[config.mk]
export PLATFORM = sky130hd
export DESIGN_NAME = hack_exec_unit
export DESIGN_NICKNAME = d
export VERILOG_FILES = /design/src/rtl/hack_exec_unit.sv
export SDC_FILE = /design/constraint.sdc
export NUM_CORES = 1
export LEC_CHECK = 0
export ABC_CLOCK_PERIOD_IN_PS = 4500
export CAP_MARGIN = 30
export CORE_MARGIN = 4
export CORE_UTILIZATION = 45
export CTS_CLUSTER_DIAMETER = 30
export DETAILED_ROUTE_END_ITERATION = 12
export GPL_TIMING_DRIVEN = 0
export PLACE_DENSITY = 0.81
export SYNTH_ARGS = -nofsm -noshare
export SYNTH_HDL_FRONTEND = slang
export SYNTH_SLANG_ARGS = --single-unit
[constraint.sdc]
create_clock -name i_clk -period 4.5 [get_ports i_clk]
set_clock_uncertainty 0.15 [all_clocks]
set_input_delay 1.35 -clock i_clk [delete_from_list [all_inputs] [get_ports i_clk]]
set_output_delay 1.35 -clock i_clk [all_outputs]
set_load 0.01 [all_outputs]
[src/rtl/hack_exec_unit.sv]
// ----------------------------------------------------------------------------
// hack_exec_unit: sequential execute stage for 16-bit Hack instructions.
//
// Accepts instructions over a valid/ready handshake and holds the A and D
// registers. It fetches the M operand from data memory when an instruction
// needs it, drives an internal Hack ALU, commits the result to A, D and/or
// memory, and reports the jump decision plus target to the fetch stage.
//
// Ports:
//   i_clk, i_rst            clock, synchronous active-high reset
//   i_instr_valid/_ready    instruction handshake, i_instr is the word
//   o_mem_addr              data memory address (old A while writing)
//   o_mem_rd, i_mem_rdata,  read request held until i_mem_rvalid
//   i_mem_rvalid
//   o_mem_wr, o_mem_wdata,  write request held until i_mem_wack
//   i_mem_wack
//   o_done                  one-cycle retire pulse
//   o_jump, o_jump_target   jump decision / pre-instruction A, valid with o_done
//   o_a, o_d                current A and D registers
//
// The file also holds the combinational Hack ALU (module alu) that the
// execute stage instantiates.
// ----------------------------------------------------------------------------

// ----------------------------------------------------------------------------
// alu: combinational Hack ALU.
// Ports: x_i, y_i operands; zx_i/nx_i/zy_i/ny_i/f_i/no_i control bits;
//        out_o result, zr_o result is zero, ng_o result is negative.
// ----------------------------------------------------------------------------
module alu #(
  parameter int unsigned BUS_WIDTH = 16
) (
  input  logic [BUS_WIDTH-1:0] x_i,
  input  logic [BUS_WIDTH-1:0] y_i,
  input  logic                 zx_i,
  input  logic                 nx_i,
  input  logic                 zy_i,
  input  logic                 ny_i,
  input  logic                 f_i,
  input  logic                 no_i,
  output logic [BUS_WIDTH-1:0] out_o,
  output logic                 zr_o,
  output logic                 ng_o
);

  logic [BUS_WIDTH-1:0] x_s;
  logic [BUS_WIDTH-1:0] y_s;
  logic [BUS_WIDTH-1:0] f_s;

  // Operand conditioning, function select and optional output inversion.
  always_comb begin
    x_s = x_i;
    y_s = y_i;
    f_s = {BUS_WIDTH{1'b0}};
    if (zx_i) begin
      x_s = {BUS_WIDTH{1'b0}};
    end else begin
      x_s = x_i;
    end
    if (nx_i) begin
      x_s = ~x_s;
    end else begin
      x_s = x_s;
    end
    if (zy_i) begin
      y_s = {BUS_WIDTH{1'b0}};
    end else begin
      y_s = y_i;
    end
    if (ny_i) begin
      y_s = ~y_s;
    end else begin
      y_s = y_s;
    end
    if (f_i) begin
      f_s = x_s + y_s;   // wraps modulo 2^BUS_WIDTH
    end else begin
      f_s = x_s & y_s;
    end
    if (no_i) begin
      f_s = ~f_s;
    end else begin
      f_s = f_s;
    end
  end

  assign out_o = f_s;
  assign zr_o  = (f_s == {BUS_WIDTH{1'b0}});
  assign ng_o  = f_s[BUS_WIDTH-1];

endmodule

module hack_exec_unit #(
  parameter int unsigned BUS_WIDTH = 16
) (
  input  logic                 i_clk,
  input  logic                 i_rst,
  input  logic                 i_instr_valid,
  output logic                 o_instr_ready,
  input  logic [15:0]          i_instr,
  output logic [BUS_WIDTH-1:0] o_mem_addr,
  output logic                 o_mem_rd,
  input  logic [BUS_WIDTH-1:0] i_mem_rdata,
  input  logic                 i_mem_rvalid,
  output logic                 o_mem_wr,
  output logic [BUS_WIDTH-1:0] o_mem_wdata,
  input  logic                 i_mem_wack,
  output logic                 o_done,
  output logic                 o_jump,
  output logic [BUS_WIDTH-1:0] o_jump_target,
  output logic [BUS_WIDTH-1:0] o_a,
  output logic [BUS_WIDTH-1:0] o_d
);

  localparam logic [1:0] S_IDLE  = 2'd0;
  localparam logic [1:0] S_READ  = 2'd1;
  localparam logic [1:0] S_EXEC  = 2'd2;
  localparam logic [1:0] S_WRITE = 2'd3;

  logic [1:0]           state_q,  state_d;
  logic [BUS_WIDTH-1:0] a_q,      a_d;
  logic [BUS_WIDTH-1:0] d_q,      d_d;
  logic [BUS_WIDTH-1:0] m_q,      m_d;
  // Only bits [12:0] of a C-instruction matter once it has been decoded.
  logic [12:0]          ir_q,     ir_d;
  logic [BUS_WIDTH-1:0] wdata_q,  wdata_d;
  logic [BUS_WIDTH-1:0] waddr_q,  waddr_d;
  logic                 done_q,   done_d;
  logic                 jump_q,   jump_d;
  logic [BUS_WIDTH-1:0] target_q, target_d;

  logic [BUS_WIDTH-1:0] alu_y_s;
  logic [BUS_WIDTH-1:0] alu_r_s;
  logic                 alu_zr_s;
  logic                 alu_ng_s;
  logic                 jump_s;

  // Held instruction field aliases.
  logic sel_m_s, dst_a_s, dst_d_s, dst_m_s;
  assign sel_m_s = ir_q[12];
  assign dst_a_s = ir_q[5];
  assign dst_d_s = ir_q[4];
  assign dst_m_s = ir_q[3];

  assign alu_y_s = sel_m_s ? m_q : a_q;

  alu #(.BUS_WIDTH(BUS_WIDTH)) u_alu (
    .x_i  (d_q),
    .y_i  (alu_y_s),
    .zx_i (ir_q[11]),
    .nx_i (ir_q[10]),
    .zy_i (ir_q[9]),
    .ny_i (ir_q[8]),
    .f_i  (ir_q[7]),
    .no_i (ir_q[6]),
    .out_o(alu_r_s),
    .zr_o (alu_zr_s),
    .ng_o (alu_ng_s)
  );

  // "Greater than zero" is neither negative nor zero.
  assign jump_s = (ir_q[2] & alu_ng_s)
                | (ir_q[1] & alu_zr_s)
                | (ir_q[0] & ~alu_ng_s & ~alu_zr_s);

  // Next-state and datapath update for the IDLE/READ/EXEC/WRITE sequence.
  always_comb begin
    state_d  = state_q;
    a_d      = a_q;
    d_d      = d_q;
    m_d      = m_q;
    ir_d     = ir_q;
    wdata_d  = wdata_q;
    waddr_d  = waddr_q;
    done_d   = 1'b0;
    jump_d   = jump_q;
    target_d = target_q;
    case (state_q)
      S_IDLE: begin
        if (i_instr_valid) begin
          if (!i_instr[15]) begin
            a_d      = {{(BUS_WIDTH-15){1'b0}}, i_instr[14:0]};
            done_d   = 1'b1;
            jump_d   = 1'b0;
            target_d = a_q;
          end else begin
            ir_d    = i_instr[12:0];
            state_d = i_instr[12] ? S_READ : S_EXEC;
          end
        end else begin
          state_d = S_IDLE;
        end
      end
      S_READ: begin
        if (i_mem_rvalid) begin
          m_d     = i_mem_rdata;
          state_d = S_EXEC;
        end else begin
          state_d = S_READ;
        end
      end
      S_EXEC: begin
        if (dst_a_s) begin
          a_d = alu_r_s;
        end else begin
          a_d = a_q;
        end
        if (dst_d_s) begin
          d_d = alu_r_s;
        end else begin
          d_d = d_q;
        end
        // Target and write address are the A value before this commit.
        jump_d   = jump_s;
        target_d = a_q;
        waddr_d  = a_q;
        if (dst_m_s) begin
          wdata_d = alu_r_s;
          state_d = S_WRITE;
        end else begin
          done_d  = 1'b1;
          state_d = S_IDLE;
        end
      end
      S_WRITE: begin
        if (i_mem_wack) begin
          done_d  = 1'b1;
          state_d = S_IDLE;
        end else begin
          state_d = S_WRITE;
        end
      end
      default: begin
        state_d = S_IDLE;
      end
    endcase
  end

  // State and datapath registers with synchronous reset that aborts any op.
  always_ff @(posedge i_clk) begin
    if (i_rst) begin
      state_q  <= S_IDLE;
      a_q      <= {BUS_WIDTH{1'b0}};
      d_q      <= {BUS_WIDTH{1'b0}};
      m_q      <= {BUS_WIDTH{1'b0}};
      ir_q     <= 13'h0000;
      wdata_q  <= {BUS_WIDTH{1'b0}};
      waddr_q  <= {BUS_WIDTH{1'b0}};
      done_q   <= 1'b0;
      jump_q   <= 1'b0;
      target_q <= {BUS_WIDTH{1'b0}};
    end else begin
      state_q  <= state_d;
      a_q      <= a_d;
      d_q      <= d_d;
      m_q      <= m_d;
      ir_q     <= ir_d;
      wdata_q  <= wdata_d;
      waddr_q  <= waddr_d;
      done_q   <= done_d;
      jump_q   <= jump_d;
      target_q <= target_d;
    end
  end

  assign o_instr_ready = (state_q == S_IDLE) & ~i_rst;
  assign o_mem_rd      = (state_q == S_READ);
  assign o_mem_wr      = (state_q == S_WRITE);
  assign o_mem_addr    = (state_q == S_WRITE) ? waddr_q : a_q;
  assign o_mem_wdata   = wdata_q;
  assign o_done        = done_q;
  assign o_jump        = jump_q;
  assign o_jump_target = target_q;
  assign o_a           = a_q;
  assign o_d           = d_q;

endmodule

* Word-level counts from Yosys, hierarchy flattened *
Index checks and enable logic that the tools add are counted.

cells by class
  add/sub/neg operators = 1
  equal/unequal tests = 7
  muxes and demuxes = 30
  bitwise logic cells = 14
  reductions and logical operators = 9

operators with widths
  operator                                                          number
  16-bit 2-to-1 mux                                                 13
  16-bit one-hot mux with 2 select lines                            2
  16-bit NOT                                                        3
  16-bit adder                                                      1
  16-bit AND                                                        1
  16-bit zero test                                                  1
  2-bit 2-to-1 mux                                                  6
  2-bit one-hot mux with 4 select lines                             1
  1-bit 2-to-1 mux                                                  6
  2-bit inequality test (second input constant)                     3
  2-bit AND reduction                                               3
  3-bit AND reduction                                               2
  1-bit AND                                                         5
  2-bit == test (second input constant)                             2
  4-bit AND reduction                                               1
  3-bit inequality test (second input constant)                     1
  1-bit NOT                                                         3
  1-bit one-hot mux with 3 select lines                             1
  2-bit by 1-bit == test with 1-bit output (second input constant)  1
  2-bit zero test                                                   1
  1-bit OR                                                          2
  1-bit one-hot mux with 2 select lines                             1
  2-bit nonzero test                                                1

word-level totals
  register bits = 113
  input bits = 37
  output and inout port bits = 85
  word-level logic and storage cells = 71

* Logic depth before layout (Yosys ltp) *
Gate-level depths: netlist of run 1.

  depth after elaboration = 13
  gate-level depth with buffers = 17
  depth with buffers taken out = 15

* Modules after synthesis *
A second synthesis of run 1 with hierarchy kept.

second synthesis, totals
  cell total of the unflattened synthesis = 815
  area total of the unflattened synthesis = 6625.1 um^2

modules (own cells, without submodules)
  module          instances  cells an instance  area an instance (um^2)  sequential area each (um^2)
  hack_exec_unit  1          556                4784.6                   2262.2
  alu             1          259                1840.5                   0.0

* Worst setup path before layout of run 1 *
No wires, ideal clock.

  path kind = register to register
  from = register ir_q[12]
  to = register jump_q (netlist: o_jump)
  library setup time = 0.119 ns
  data arrival time = 4.124 ns
  required time = 4.231 ns
  setup slack = 0.107 ns
  stages on the path, launching flop included = 18
  buffers on the path = 3
  clock period less this slack = 4.393 ns
  path through = dfxtp_1 clkbuf_1 clkbuf_1 mux2i_1 nor2_1 xor2_1 ha_1 buf_6 a21o_1 a31oi_1 inv_1 or3_1 a31oi_2 xnor2_1 or4_4 nor4_2 mux2i_1 o21ai_1

between the ends
  cells in the longest elaborated chain, start to end = 13
  elaborated cells between the ends (all ways) = 19
  those cells by class = 1 x add/sub; 6 x mux; 11 x bitwise; 1 x reduce/logical

ends and longest elaborated chain
  what                                                  line      RTL
  start: declaration                                    125       logic [12:0] ir_q, ir_d;
  start signal: assignment                              257       ir_q <= ir_d;
  16-bit 2-to-1 mux (*)                                 145       assign alu_y_s = sel_m_s ? m_q : a_q;
  16-bit 2-to-1 mux (*)                                 65        if (zy_i) begin
  16-bit NOT                                            71        y_s = ~y_s;
  16-bit 2-to-1 mux (*)                                 70        if (ny_i) begin
  16-bit adder / 16-bit AND (equally long branches)     76, 78
  16-bit 2-to-1 mux (*)                                 75        if (f_i) begin
  16-bit NOT                                            81        f_s = ~f_s;
  16-bit 2-to-1 mux (*)                                 80        if (no_i) begin
  16-bit zero test / 1-bit NOT (equally long branches)  88, 164
  1-bit AND (tied with other cells)                     163       | (ir_q[1] & alu_zr_s)
  1-bit OR / 1-bit AND (equally long branches)          163, 164
  1-bit OR (*)                                          164       | (ir_q[0] & ~alu_ng_s & ~alu_zr_s);
  1-bit one-hot mux with 2 select lines (*)             178       case (state_q)
  end signal: assignment                                261       jump_q <= jump_d;
  end: declaration                                      129       logic jump_q, jump_d;

Every way passes the cells marked *; elsewhere a longest branch is shown, timed or not.
A chain may end at the register's enable or synchronous reset.

* Worst setup path in the final report of run 1 *
  from = register ir_q[8]
  to = register jump_q (netlist: o_jump)

between the ends
  cells in the longest elaborated chain, start to end = 10
  elaborated cells between the ends (all ways) = 16
  those cells by class = 1 x add/sub; 4 x mux; 10 x bitwise; 1 x reduce/logical

ends and longest elaborated chain
  what                                                  line
  16-bit 2-to-1 mux (*)                                 70
  16-bit adder / 16-bit AND (equally long branches)     76, 78
  16-bit 2-to-1 mux (*)                                 75
  16-bit NOT                                            81
  16-bit 2-to-1 mux (*)                                 80
  16-bit zero test / 1-bit NOT (equally long branches)  88, 164
  1-bit AND (tied with other cells)                     163
  1-bit OR / 1-bit AND (equally long branches)          163, 164
  1-bit OR (*)                                          164
  1-bit one-hot mux with 2 select lines (*)             178

Marks and branches as above.

==> results of run 1 <==
routing by layer:
layer	vias to the layer above	routed length, um	GRT usage (%)
li1	3053	-	-
met1	2972	8830	34.9
met2	336	9470	40.7
met3	49	1930	4.86
met4	0	552	9.12
met5	-	0	0
timing repair:
item / CTS / global route
pin swaps: 0 / 0
setup buffers: 0 / 0
resized for setup: 7 / 8
endpoints found under the setup margin: 8 / 1
power groups by stage:
stage / clock network, W / registers [W] / logic, W
2_1_floorplan: 0 / 0.00108 / 0.000299
3_3_place_gp: 0 / 0.00108 / 0.000489
3_5_place_dp: 0 / 0.00109 / 0.000492
4_1_cts: 0.00134 / 0.00107 / 0.000494
5_1_grt: 0.00138 / 0.00108 / 0.000549
6_report: 0.00134 / 0.00107 / 0.000509
flip-flops by register name, indices dropped and copies added (netlist names):
name	cells
o_d	16
o_mem_wdata	16
state_q	2
waddr_q	16
m_q	16
o_done	1
o_jump	1
o_jump_target	16
ir_q	13
o_a	16
synthesized netlist by cell type (3+ instances only):
master,n,share of area [%]
a211oi_1,8,0.97
a21o_1,9,1.1
a21oi_1,107,8.6
a311oi_1,11,1.5
a31oi_1,8,0.81
and2_1,5,0.50
buf_1,6,0.36
clkbuf_1,52,3.1
dfxtp_1,113,36
ha_1,16,3.2
inv_1,4,0.24
mux2_2,17,3.1
mux2i_1,28,4.5
nand2_1,222,13
nand2b_1,19,1.9
nand3_1,6,0.48
nand3b_1,3,0.36
nand4_1,6,0.60
nor2_1,61,3.7
nor2b_1,6,0.60
nor3_1,6,0.48
nor3b_1,3,0.36
o211ai_1,5,0.60
o21ai_0,14,1.1
o31ai_1,3,0.36
or3_1,6,0.60
xnor2_1,35,4.9
xor2_1,18,2.5
final timing paths:
path,startpoint,endpoint,slack [ns],cells after the start
worst max register to register,ir_q[8]$_SDFFE_PP0P_,o_jump$_SDFFE_PP0P_,0.15,14
worst max-delay path,ir_q[8]$_SDFFE_PP0P_,o_jump$_SDFFE_PP0P_,0.15,14
worst min register to register,o_jump_target[13]$_SDFFE_PP0P_,o_jump_target[13]$_SDFFE_PP0P_,0.30,2
worst min-delay path,o_jump_target[13]$_SDFFE_PP0P_,o_jump_target[13]$_SDFFE_PP0P_,0.30,2
through the flow:
| step | setup slack, ns | area, um^2 | cells | total power (W) |
|---|---|---|---|---|
| after floorplan | 0.107 | 6220 | 821 | 0.00138 |
| after global placement | -0.546 | 7640 | 1117 | 0.00157 |
| after detailed placement | -0.590 | 7640 | 1117 | 0.00158 |
| after CTS | 0.00335 | 8220 | 1144 | 0.00290 |
| after global routing | -0.00500 | 8250 | 1142 | 0.00301 |
| final | 0.155 | 8250 | 1142 | 0.00292 |
kinds of logic (layout without fill, tap and decap cells):
group | count (synthesis) | after routing | synth area share, %
AND/OR/NAND/NOR | 352 | 352 | 24.2
AO/OA/AOI/OAI | 175 | 175 | 16.6
flip-flops | 113 | 113 | 36.4
buffers and inverters | 66 | 211 | 4.15
XOR/XNOR | 53 | 53 | 7.47
multiplexers | 45 | 45 | 7.59
adder cells (fa/ha/maj) | 17 | 17 | 3.54
final cells by class:
class | count | area [um^2] | share of cell area [%]
tap | 176 | 220 | 2.67
inverter | 5 | 18.8 | 0.227
buffer | 56 | 234 | 2.84
sequential | 113 | 2270 | 27.5
clock buffer | 19 | 443 | 5.37
clock inverter | 11 | 140 | 1.70
timing repair buffer | 120 | 1200 | 14.6
multi-input combinational | 642 | 3730 | 45.2
worst max-delay path, delay by kind of cell, from the launching register on:
kind,cells,cell delay (ns)
simple gates,3,1.26
compound gates,4,0.76
buf+inv,3,0.58
flops,1,0.53
xor+xnor,2,0.44
fa+ha+maj,1,0.28
mux,1,0.23
==> impl_metrics.yaml, run 1 <==
timing:
  finalCritPeriodShare_pct: 96.6
  period_needed_ns: 4.35
  slew_viol_final: 0
  tightest_slew_ns: 0.805
  max_slew_margin_pct: 45.9
  fmax_ghz: 0.230
  whs_ns: 0.301
  finalSetupViolCount: 0
  finalHoldViolations: 0
  setup_tns_ns: 0
worst_setup_path:
  worstPathCellList: "buf_2 > xor2_1 > ha_1 > buf_6 > a21o_1 > a31oi_1 > inv_1 > or3_1 > a31oi_2 > xnor2_2 > or4_4 > nor4_4 > mux2i_1 > o21ai_1"
  cp_slowest_cell: "or4_4"
  path_class: "reg -> reg"
  critPathRequiredTime_ns: 4.65
  startpoint_type: "flop"
  cp_max_fo: 10
  crit_arrival_ns: 4.49
  end_kind: "flop"
  max_stage_delay_ns: 0.55
pwr:
  p_leak_nw: 3.06
  intPower_w: 0.00212
  vdd_drop_max_uv: 331
  power_density_nw_per_um2: 354
  seq_power_share_pct: 36.8
  p_clk_share_pct: 45.8
  p_switching_w: 0.000797
  switching_share_pct: 27.3
  combPwrFrac_pct: 17.5
hold_path:
  worstHoldPathType: "reg -> reg"
route:
  dr.pass1.iters: 7
  vias: 6410
  drtIter0Drc: 782
  viasPerCell: 5.61
  wirelength_um: 20800
  antenna_left: 0
  wl_per_cell_um: 18.2
  remaining_drc_errors: 0
synthesis:
  synth_flop_cell: "dfxtp_1"
  syn_inst: 821
  yosys_register_bits: 113
  synth-seq-area-share_pct: 36.4
  synth.cell_area_um2: 6220
  synth-async-reset-ratio_pct: 0
  synth_nets: 875
  yosys_warnings: 0
  avgSynthCellArea_um2: 7.57
  synth.distinct_cells: 48
  synth_edf_count: 0
cts:
  cts_buffer_depth: 2
  clock_latency_ns: 0.41
  cts_root_buf: "clkbuf_16"
  cts_tree: "built"
  cts.sinks: 113
  clkTransAtPathRegs_ns: 0.05
  cts_buffers: 17
  cts_max_level: 4
  ctsHoldBuffers: 0
layout:
  num-fill-cells: 1137
  diodes: 0
  final_util_pct: 61.6
  final_cell_mix: "nand2_1 (222), clkdlybuf4s50_1 (120), dfxtp_1 (111)"
  syn2layout_area_growth_pct: 32.7
  layout-drive-gt1-share_pct: 6.73
  nets: 1009
  layout_commonest_cell: "nand2_1"
floorplan:
  die_area_um2: 15800
  boundaryPins: 122
  rows: 42
  initial_core_util_pct: 46.4
  die-width_um: 126
  die_y_um: 126
  coreArea_um2: 13400
status:
  status: "finished clean"
place:
  numPortBuffers: 120
  dp_hpwl_um: 14900
  globalplace.congestion: 0.918
grt:
  grt_antenna_before_repair: 0
  grt_use_total_pct: 25.7
  grt_pass1_wl_um: 32400
  grt.overflow.total: 0
  grt_pass1_vias: 6058
  grt_max_degree: 17
flow_run:
  drv_cap: 0
Power figures use the tool's default switching activity.
==> inputs of run 2 (changes only) <==
ABC_CLOCK_PERIOD_IN_PS = 4030   (was 4500)
PLACE_DENSITY = 0.78   (was 0.81)
clock period = 4.03 ns   (was 4.5 ns; I/O delays follow)
==> impl_metrics.yaml, run 2 (same netlist as run 1, synthesis figures left out) <==
layout:
  nets: 1024
  syn2layout_area_growth_pct: 37.5
  final_cell_mix: "nand2_1 (222), clkdlybuf4s50_1 (120), dfxtp_1 (108)"
  layout-drive-gt1-share_pct: 10.7
  diodes: 0
  final_util_pct: 63.8
  layout_commonest_cell: "nand2_1"
floorplan:
  coreArea_um2: 13400
  die_y_um: 126
  boundaryPins: 122
  rows: 42
  initial_core_util_pct: 46.4
  die-width_um: 126
  die_area_um2: 15800
timing:
  fmax_ghz: 0.239
  setup_slack_ns: -0.149
  finalHoldViolations: 0
  finalSetupViolCount: 1
  rsz0062_at_grt: "yes"
  finalCritPeriodShare_pct: 104
  slew_viol_final: 0
  tightest_slew_ns: 0.803
  period_needed_ns: 4.18
  max_slew_margin_pct: 46.5
worst_setup_path:
  cp_max_fo: 8
  crit_arrival_ns: 4.33
  crit_buf_inv: 3
  rr_startpoint: "ir_q[12]$_SDFFE_PP0P_"
  max_stage_delay_ns: 0.56
  critPathRequiredTime_ns: 4.18
  cp_slowest_cell: "or4_4"
  worstPathCellList: "clkbuf_16 > mux2i_2 > nor2_1 > xor2_1 > ha_1 > buf_6 > buf_6 > nand4_1 > a21oi_2 > o21ba_2 > o211ai_1 > xnor2_2 > or4_4 > nor4_4 > mux2i_1 > o21ai_1"
  path_class: "reg -> reg"
  crit_family: "simple AND/OR/NAND/NOR gates"
  end_kind: "flop"
  rrSetupSlack_ns: -0.15
  cp_common_cell: "buf_6"
  worst_r2r_path_depth: 16
  r2r_end: "o_jump$_SDFFE_PP0P_"
  startpoint_type: "flop"
  startpoint: "ir_q[12]$_SDFFE_PP0P_"
flow_run:
  drv_cap: 0
pwr:
  combPwrFrac_pct: 18.5
  p_switching_w: 0.000923
  seq_power_share_pct: 35.9
  switching_share_pct: 27.7
  intPower_w: 0.00241
  vdd_drop_max_uv: 345
  p_total_w: 0.00333
  power_density_nw_per_um2: 390
  p_leak_nw: 3.18
  p_clk_share_pct: 45.6
cts:
  cts_tree: "built"
  cts.sinks: 113
  cts_root_buf: "clkbuf_16"
  clock_latency_ns: 0.42
  clkTransAtPathRegs_ns: 0.05
  cts_buffer_depth: 2
  cts_buffers: 17
  cts_max_level: 4
  ctsHoldBuffers: 0
route:
  viasPerCell: 5.68
  wirelength_um: 21500
  vias: 6581
  dr.pass1.iters: 5
  wl_per_cell_um: 18.5
  drtIter0Drc: 822
  antenna_left: 0
  remaining_drc_errors: 0
grt:
  grt_antenna_before_repair: 0
  grt_pass1_vias: 6115
  grt_use_total_pct: 26.4
  grt.overflow.total: 0
  grt_max_degree: 17
  grt_pass1_wl_um: 33400
place:
  numPortBuffers: 120
  globalplace.congestion: 0.916
  pre_cts_slack_ns: -0.774
  dp_hpwl_um: 15200
hold_path:
  min-delay-start: "o_jump_target[11]$_SDFFE_PP0P_"
  worstHoldPathType: "reg -> reg"
  worstHoldEndpoint: "o_jump_target[11]$_SDFFE_PP0P_"
  hold_depth: 2
status:
  violations: "negative setup slack"
  status: "finished, violations left"
## run 2: cell count changes in the layout (fill, tap and decap cells not counted), sizes merged
cell and delta:
buf +17, bufinv -1, clkbuf +3, clkinv -4, clkinvlp +2
## run 2: worst max-delay path by stage
stage	to	slack, ns	cells past startpoint
final	o_jump$_SDFFE_PP0P_	-0.15	16
after global routing	o_jump$_SDFFE_PP0P_	-0.30	16
after CTS	o_jump$_SDFFE_PP0P_	-0.03	16
after detailed placement	o_jump$_SDFFE_PP0P_	-0.77	15
after global placement	o_jump$_SDFFE_PP0P_	-0.72	15
after floorplan	o_jump$_SDFFE_PP0P_	0.006	15
## run 2: metal layers
layer	global-route usage, %	routed length [um]	up-vias
li1	-	-	3090
met1	36.1	9150	3088
met2	41.8	9840	357
met3	5.93	1970	46
met4	7.40	492	0
met5	0	0	-
## run 2: worst register-to-register path, cell delays in order (launching register included)
cell	delay [ns]
dfxtp_4	0.39
clkbuf_16	0.17
mux2i_2	0.25
nor2_1	0.09
xor2_1	0.28
ha_1	0.32
buf_6	0.13
buf_6	0.11
nand4_1	0.15
a21oi_2	0.11
o21ba_2	0.23
o211ai_1	0.29
xnor2_2	0.13
or4_4	0.56
nor4_4	0.36
mux2i_1	0.27
o21ai_1	0.09
## run 2: through the flow
| stage | hold slack (ns) | TNS, ns | instance area, um^2 | cells |
|---|---|---|---|---|
| after floorplan | 0.282 | 0 | 6220 | 821 |
| after global placement | 0.291 | -1.11 | 7640 | 1117 |
| after detailed placement | 0.295 | -1.45 | 7640 | 1117 |
| after CTS | 0.303 | -0.0296 | 8490 | 1158 |
| after global routing | 0.314 | -0.387 | 8550 | 1159 |
| final | 0.303 | -0.149 | 8550 | 1159 |
## run 2: layout make-up
type	count	area (um^2)
Buffer	55	255
Timing Repair Buffer	136	1330
Clock inverter	8	101
Multi-Input combinational cell	642	3850
Inverter	5	18.8
Sequential cell	113	2270
Fill cell	1136	4850
Clock buffer	24	502
Tap cell	176	220
## run 2: power by group through the flow
stage / logic, W / registers (W) / clock network (W)
final: 0.000616 / 0.00120 / 0.00152
after global routing: 0.000657 / 0.00120 / 0.00158
after CTS: 0.000588 / 0.00119 / 0.00153
after detailed placement: 0.000554 / 0.00121 / 0
after global placement: 0.000547 / 0.00121 / 0
after floorplan: 0.000334 / 0.00121 / 0
## run 2: repair_timing
item                                    CTS  global route
buffers inserted                         13             3
gates resized for setup                  30            19
endpoints found under the setup margin   15             7
pin swaps                                17            14
